`config.mk`:
```
export PLATFORM = sky130hd
export DESIGN_NAME = ex_div_ctrl
export DESIGN_NICKNAME = d
export VERILOG_FILES = /design/src/rtl/ex_div_ctrl.sv
export SDC_FILE = /design/constraint.sdc
export NUM_CORES = 1
export LEC_CHECK = 0
export ABC_AREA = 1
export BUFFER_PORTS_ARGS = -buffer_cell sky130_fd_sc_hd__buf_4
export CAP_MARGIN = 5
export CORE_MARGIN = 2
export CORE_UTILIZATION = 30
export DETAILED_ROUTE_END_ITERATION = 12
export GPL_TIMING_DRIVEN = 0
export HOLD_SLACK_MARGIN = 0.08
export SLEW_MARGIN = 20
export SYNTH_ARGS = -nofsm -noshare
export SYNTH_HDL_FRONTEND = slang
export SYNTH_SLANG_ARGS = --single-unit
```
`constraint.sdc`:
```
create_clock -name clk -period 2.75 [get_ports clk]
set_input_delay 0.55 -clock clk [delete_from_list [all_inputs] [get_ports clk]]
set_output_delay 0.55 -clock clk [all_outputs]
set_load 0.03 [all_outputs]
```
`src/rtl/ex_div_ctrl.sv`:
```
// ex_div_ctrl: multi-cycle divide sequencer for the EX stage.
// Runs a radix-2 restoring division over DATA_W steps for DIV/DIVU, reports a
// stall request while the divide is in flight, and returns {remainder, quotient}
// for the HI/LO write path. A flush (annul_i) abandons any operation in progress.
//
// Ports:
//   clk          rising-edge clock
//   rst          synchronous, active-high reset
//   signed_div_i 1 = DIV (two's complement), 0 = DIVU
//   opdata1_i    dividend
//   opdata2_i    divisor
//   start_i      request; held high by EX until ready_o is seen
//   annul_i      flush; aborts the operation in progress
//   result_o     {remainder, quotient}, registered
//   ready_o      result valid, registered
//   busy_o       stall request, decoded from state and the request inputs
module ex_div_ctrl #(
  parameter int DATA_W = 32,
  parameter int CNT_W  = 6
) (
  input  logic                clk,
  input  logic                rst,
  input  logic                signed_div_i,
  input  logic [DATA_W-1:0]   opdata1_i,
  input  logic [DATA_W-1:0]   opdata2_i,
  input  logic                start_i,
  input  logic                annul_i,
  output logic [2*DATA_W-1:0] result_o,
  output logic                ready_o,
  output logic                busy_o
);

  typedef enum logic [1:0] {
    IDLE   = 2'd0,
    BYZERO = 2'd1,
    BUSY   = 2'd2,
    DONE   = 2'd3
  } state_t;

  localparam logic [DATA_W-1:0]   ZERO_D   = {DATA_W{1'b0}};
  localparam logic [2*DATA_W-1:0] ZERO_2D  = {(2*DATA_W){1'b0}};
  localparam logic [DATA_W-1:0]   ONE_D    = {{(DATA_W-1){1'b0}}, 1'b1};
  localparam logic [CNT_W-1:0]    ZERO_C   = {CNT_W{1'b0}};
  localparam logic [CNT_W-1:0]    ONE_C    = {{(CNT_W-1){1'b0}}, 1'b1};
  localparam logic [CNT_W-1:0]    LAST_CNT = CNT_W'(DATA_W);

  // Two's complement negation, modulo 2^DATA_W.
  function automatic logic [DATA_W-1:0] negate(input logic [DATA_W-1:0] x);
    return (~x) + ONE_D;
  endfunction

  // Magnitude of an operand: only negated for a signed divide with the MSB set.
  function automatic logic [DATA_W-1:0] magnitude(input logic [DATA_W-1:0] x,
                                                  input logic            is_signed);
    if (is_signed && x[DATA_W-1]) begin
      return negate(x);
    end else begin
      return x;
    end
  endfunction

  state_t                state;
  logic [CNT_W-1:0]      cnt;
  logic [2*DATA_W-1:0]   shreg;     // {partial remainder, quotient/dividend bits}
  logic [DATA_W-1:0]     divisor;   // |b|
  logic                  sign_q;
  logic                  sign_r;

  logic [2*DATA_W-1:0]   shifted;
  logic [DATA_W+1:0]     trial;
  logic                  borrow;
  logic [2*DATA_W-1:0]   step_next;
  logic [DATA_W-1:0]     quo_final;
  logic [DATA_W-1:0]     rem_final;

  // One restoring-division step. The bit shifted out of the remainder is kept
  // as the trial minuend's top bit so divisors above 2^(DATA_W-1) stay exact;
  // the extra guard bit turns the subtraction's sign into the borrow.
  always_comb begin
    shifted   = {shreg[2*DATA_W-2:0], 1'b0};
    trial     = {1'b0, shreg[2*DATA_W-1], shifted[2*DATA_W-1:DATA_W]}
              - {2'b00, divisor};
    borrow    = trial[DATA_W+1];
    if (borrow) begin
      step_next = shifted;
    end else begin
      step_next = {trial[DATA_W-1:0], shifted[DATA_W-1:1], 1'b1};
    end
  end

  // Sign correction applied when the last step has completed.
  always_comb begin
    if (sign_q) begin
      quo_final = negate(shreg[DATA_W-1:0]);
    end else begin
      quo_final = shreg[DATA_W-1:0];
    end
    if (sign_r) begin
      rem_final = negate(shreg[2*DATA_W-1:DATA_W]);
    end else begin
      rem_final = shreg[2*DATA_W-1:DATA_W];
    end
  end

  // Stall request: covers the accepting cycle in IDLE so the pipeline holds
  // from the request through the cycle the result appears.
  always_comb begin
    busy_o = 1'b0;
    case (state)
      IDLE:    busy_o = start_i & ~annul_i;
      BYZERO:  busy_o = 1'b1;
      BUSY:    busy_o = 1'b1;
      DONE:    busy_o = 1'b0;
      default: busy_o = 1'b0;
    endcase
  end

  // Sequencer state, datapath registers and registered outputs.
  always_ff @(posedge clk) begin
    if (rst) begin
      state    <= IDLE;
      cnt      <= ZERO_C;
      shreg    <= ZERO_2D;
      divisor  <= ZERO_D;
      sign_q   <= 1'b0;
      sign_r   <= 1'b0;
      result_o <= ZERO_2D;
      ready_o  <= 1'b0;
    end else begin
      case (state)
        IDLE: begin
          result_o <= ZERO_2D;
          ready_o  <= 1'b0;
          if (start_i && !annul_i) begin
            if (opdata2_i == ZERO_D) begin
              state <= BYZERO;
            end else begin
              divisor <= magnitude(opdata2_i, signed_div_i);
              shreg   <= {ZERO_D, magnitude(opdata1_i, signed_div_i)};
              sign_q  <= signed_div_i & (opdata1_i[DATA_W-1] ^ opdata2_i[DATA_W-1]);
              sign_r  <= signed_div_i & opdata1_i[DATA_W-1];
              cnt     <= ZERO_C;
              state   <= BUSY;
            end
          end else begin
            state <= IDLE;
          end
        end

        BYZERO: begin
          result_o <= ZERO_2D;
          if (annul_i) begin
            ready_o <= 1'b0;
            state   <= IDLE;
          end else begin
            ready_o <= 1'b1;
            state   <= DONE;
          end
        end

        BUSY: begin
          // A flush wins over both the step and the finalize edge.
          if (annul_i) begin
            result_o <= ZERO_2D;
            ready_o  <= 1'b0;
            state    <= IDLE;
          end else if (cnt == LAST_CNT) begin
            result_o <= {rem_final, quo_final};
            ready_o  <= 1'b1;
            state    <= DONE;
          end else begin
            shreg <= step_next;
            cnt   <= cnt + ONE_C;
          end
        end

        DONE: begin
          if (annul_i || !start_i) begin
            result_o <= ZERO_2D;
            ready_o  <= 1'b0;
            state    <= IDLE;
          end else begin
            ready_o <= 1'b1;
          end
        end

        default: begin
          result_o <= ZERO_2D;
          ready_o  <= 1'b0;
          state    <= IDLE;
        end
      endcase
    end
  end

endmodule

```
Word level (Yosys, flattened, before mapping)
Cells that the tools add are included.

word-level totals
  output and inout bits = 66
  input bits = 69
  flip-flop bits (word level) = 171
  logic and storage cells = 80

operators by class
  equality and inequality tests = 10
  reduce and logical (&&, ||, !) cells = 14
  bitwise gates (word level) = 10
  add/sub/neg operators = 6
  multiplexer cells = 32

operator list
  cell                   number
  $mux 64                8
  $pmux 64 s3            1
  $add 32x1->32 const B  4
  $mux 32                4
  $not 32->32            4
  $pmux 64 s2            1
  $sub 33x32->34         1
  $logic_not 32->1       1
  $mux 6                 4
  $mux 2                 6
  $pmux 6 s2             1
  $ne 2x2->1 const B     5
  $pmux 2 s4             1
  $add 6x1->6 const B    1
  $eq 6x6->1 const B     1
  $reduce_and 5->1       1
  $eq 2x2->1 const B     2
  $mux 1                 4
  $pmux 1 s4             1
  $reduce_or 2->1        2
  $and 1x1->1            3
  $logic_and 1x1->1      3
  $ne 3x3->1 const B     1
  $pmux 1 s3             1
  9 further kinds        11

Longest topological paths before layout
  word-level depth = 6
  mapped depth = 18
  mapped depth without buffers = 18

Worst setup path after synthesis
Ideal clock, no wire load.

  path type = register to register
  from = register shreg[53]
  to = register shreg[47]
  path slack = 0.767 ns
  setup time = 0.132 ns
  arrival = 1.851 ns
  clock period less this slack = 1.983 ns
  data required time = 2.618 ns
  buffers on the path = 1
  stages on the path, launching flop included = 13
  path through = dfxtp_1 -> ha_1 -> nand2_1 -> inv_2 -> nand2_1 -> inv_2 -> a21oi_2 -> nor2_1 -> nor2_4 -> buf_1 -> nand3_1 -> nand3_1 -> a21oi_1

between the ends
  cells in the longest elaborated chain, start to end = 5

ends and longest elaborated chain
  item                    line  source
  from (decl)             64    logic [2*DATA_W-1:0] shreg;
  from (signal assigned)  139   shreg <= {ZERO_D, magnitude(opdata1_i, signed_div_i)};
  from (signal assigned)  172   shreg <= step_next;
  $sub 33x32->34          82    - {2'b00, divisor};
  $mux 64                 84    if (borrow) begin
  $mux 64                 167   end else if (cnt == LAST_CNT) begin
  $mux 64                 163   if (annul_i) begin
  $pmux 64 s2             130   case (state)

Every way passes these cells. The select of a mux whose other input is x is not followed.
A chain may end at the register's enable or synchronous reset.

Final worst setup path
  from = register shreg[38]
  to = register shreg[60]

The elaborated chain is that of the path after synthesis.

==> reports/metrics.csv <==
metric,value,unit
DRC,0,
chip height,211.0,um
Via-to-Cell Ratio,4.971,
final hold vios,0,
Final HPWL DP,40040,um
Highest Clock Rate,392.3,MHz
fraction of layout cells with a size suffix above 1,10.08,%
drt first pass iters,5,
"Reg clk slew, reported paths",80,ps
Crit Reg-Reg Startpoint,shreg[38],
Slew @ Worst Pin,727.9,ps
synthesis-stage register bit count,171,
Slew HR,51.47,%
clock sink count,171,
placed insts,2858,
crit-path most repeated cell,nand2_1,
antenna violations before repair,0,
sequential share of the synthesized area,26.63,%
boundary pin count,135,
number of global-route vias before repair,13720,
cts hold-fix bufs,0,
grt total ovfl,0,
most frequent cells in the layout,"nand2_1, inv_1, nand3_1, nor2_1, a21oi_1",
LEAKAGE,0.007338,uW
"critical path fanouts, max",10,
crit share post-route,92.69,%
Crit-path slowest cell,dfxtp_1,
Final #Nets,2449,
Post-CTS Resized,0,
Worst EP required,3070,ps
Clock Skew,12.27,ps
RSZ-0062 raised after global routing,false,
CP Launch Type,flop,
"Warnings, synthesis",0,
Setup crit end kind,flop,
R2R cell count,13,
post-route minimum period,2549,ps
post-layout util,36.09,%
crit-path max cell delay,390,ps
"most common cell after layout, fill and taps aside",nand2_1,
DIE AREA,44530,sq um
final setup vio count,0,
Min-Delay Startpoint,opdata1_i[0],
R2R Setup Slk,200,ps
RD Place Congestion,0.9317,
crit path cell chain,ha_1 -> nand2_1 -> nor2_2 -> nand3_1 -> nand3_2 -> nand2_1 -> nand2_1 -> nand2_2 -> nand2_2 -> buf_4 -> nand3_1 -> nand2_1 -> a21oi_1,
Clock Path Buffers,2,
type of the worst setup path,flop to flop,
Post-Synthesis Cells,2186,
PortBufs,133,
WP data arrival,2870,ps
Routed Antenna Nets,0,
setup bufs post-CTS,0,
clk_lat worst skew,460,ps
Worst VDD drop,0.0004130,V
Pins Over Slew Limit,0,
Main synth FF type,dfxtp_1,
All-Layer GR Usage,21.72,%
setup_tns,0,ps
status,"finished, final reports clean",
Worst Hold End,shreg[0],
maxcap violations,0,
first-pass GRT wire length,75120,um
Crit Reg-Reg Endpoint,shreg[60],
synthesized area,12860,sq um
Area Growth Syn to Fin,18.28,%
clock root buffer,clkbuf_16,
Routed WL,48530,um
final non-filler cell total,2890,
post-synthesis cell type count,44,
wire per inst,16.79,um
post-synth net total,2297,
die span in x,211.0,um
number of synthesized flops with an enable pin,0,
TritonCTS buffer count,17,
Min-Delay Path Class,input pin to flop,
via count,14370,
Hold Path Stages,3,
CTS H-Tree Depth,4,
Core ar.,42130,sq um
PwrDens,469.9,nW/um^2
starting DRC count in detailed routing,1029,
std cell rows,75,
"Async S/R FF share, synth",0,%
post-synthesis average cell area,5.882,sq um
Starting Density,30.52,%
CTS tree,yes,
largest net degree at the start of global routing,17,
Diodes inserted,0,
## where the power goes
part           switching (uW)  internal [uW]
Combinational            1130            525
Clock                    1180           1660
Sequential               82.5           2570
Total                    2390           4750
## critical path, delay by kind of cell, from the launching register on
| family | cells | cell delay, ps |
|---|---|---|
| flops | 1 | 390 |
| compound gates | 1 | 60 |
| simple gates | 10 | 1330 |
| buf+inv | 1 | 230 |
| fa+ha+maj | 1 | 390 |
## area by class of cell
cell class | count | area [sq um]
Clock inverter | 14 | 230.2
Sequential cell | 171 | 3423
Multi-Input combinational cell | 1622 | 7874
Timing Repair Buffer | 133 | 998.5
Clock buffer | 18 | 439.2
Fill cell | 4662 | 26930
Tap cell | 539 | 674.4
Inverter | 312 | 1171
Buffer | 81 | 396.6
## kinds of logic after synthesis
| kind of cell | count (synthesis) | synth area share (%) |
|---|---|---|
| simple gates | 1156 | 37.89 |
| buf+inv | 393 | 12.19 |
| compound gates | 361 | 14.85 |
| flops | 171 | 26.63 |
| xor+xnor | 63 | 4.292 |
| fa+ha+maj | 42 | 4.146 |
## metrics by stage
step	cell area [sq um]	hold slack, ps	total power [uW]	setup slack (ps)
final	15210	389.1	7147	201.2
after global placement	14530	455.2	4323	115.0
after detailed placement	14530	456.4	4334	81.27
after floorplan	12860	430.1	3778	767.3
after global routing	15210	407.0	7473	18.97
after CTS	15200	368.2	7149	75.61
## how the worst max path moves through the flow
stage / start / endpoint / cells after the start
after floorplan: shreg[53] / shreg[47] / 12
after global placement: shreg[31] / shreg[60] / 18
after detailed placement: shreg[31] / shreg[60] / 18
after CTS: shreg[31] / shreg[60] / 18
after global routing: state[0] / result_o[44] / 9
final: shreg[38] / shreg[60] / 13
## sequential cells by signal (all words and copies together), names as in the netlist
| name | count |
|---|---|
| sign_r | 1 |
| state | 2 |
| ready_o | 1 |
| shreg | 64 |
| divisor | 32 |
| cnt | 6 |
| sign_q | 1 |
| result_o | 64 |
## cell usage after synthesis (7+ instances only)
cell type / instances / area, sq um
a21oi_1: 198 / 991.0
buf_2: 23 / 115.1
clkbuf_1: 42 / 157.7
dfxtp_1: 171 / 3423
ha_1: 41 / 513.0
inv_1: 303 / 1137
inv_2: 7 / 26.28
nand2_1: 633 / 2376
nand3_1: 224 / 1121
nand3b_1: 7 / 52.55
nand4_1: 43 / 269.0
nor2_1: 203 / 762.0
nor3_1: 19 / 95.09
o211ai_1: 9 / 67.56
o21ai_0: 113 / 565.5
o21ai_1: 16 / 80.08
xnor2_1: 15 / 131.4
xor2_1: 48 / 420.4
## metal layers
| layer | part of all wire, % | wire, um | global-route usage, % |
|---|---|---|---|
| met2 | 47 | 22620 | 36.67 |
| met3 | 4.7 | 2283 | 2.513 |
| met5 | 0 | 0 | 0 |
| met4 | 2.4 | 1186 | 6.775 |
| met1 | 46 | 22440 | 28.92 |
(Power assumes the default switching activity.)
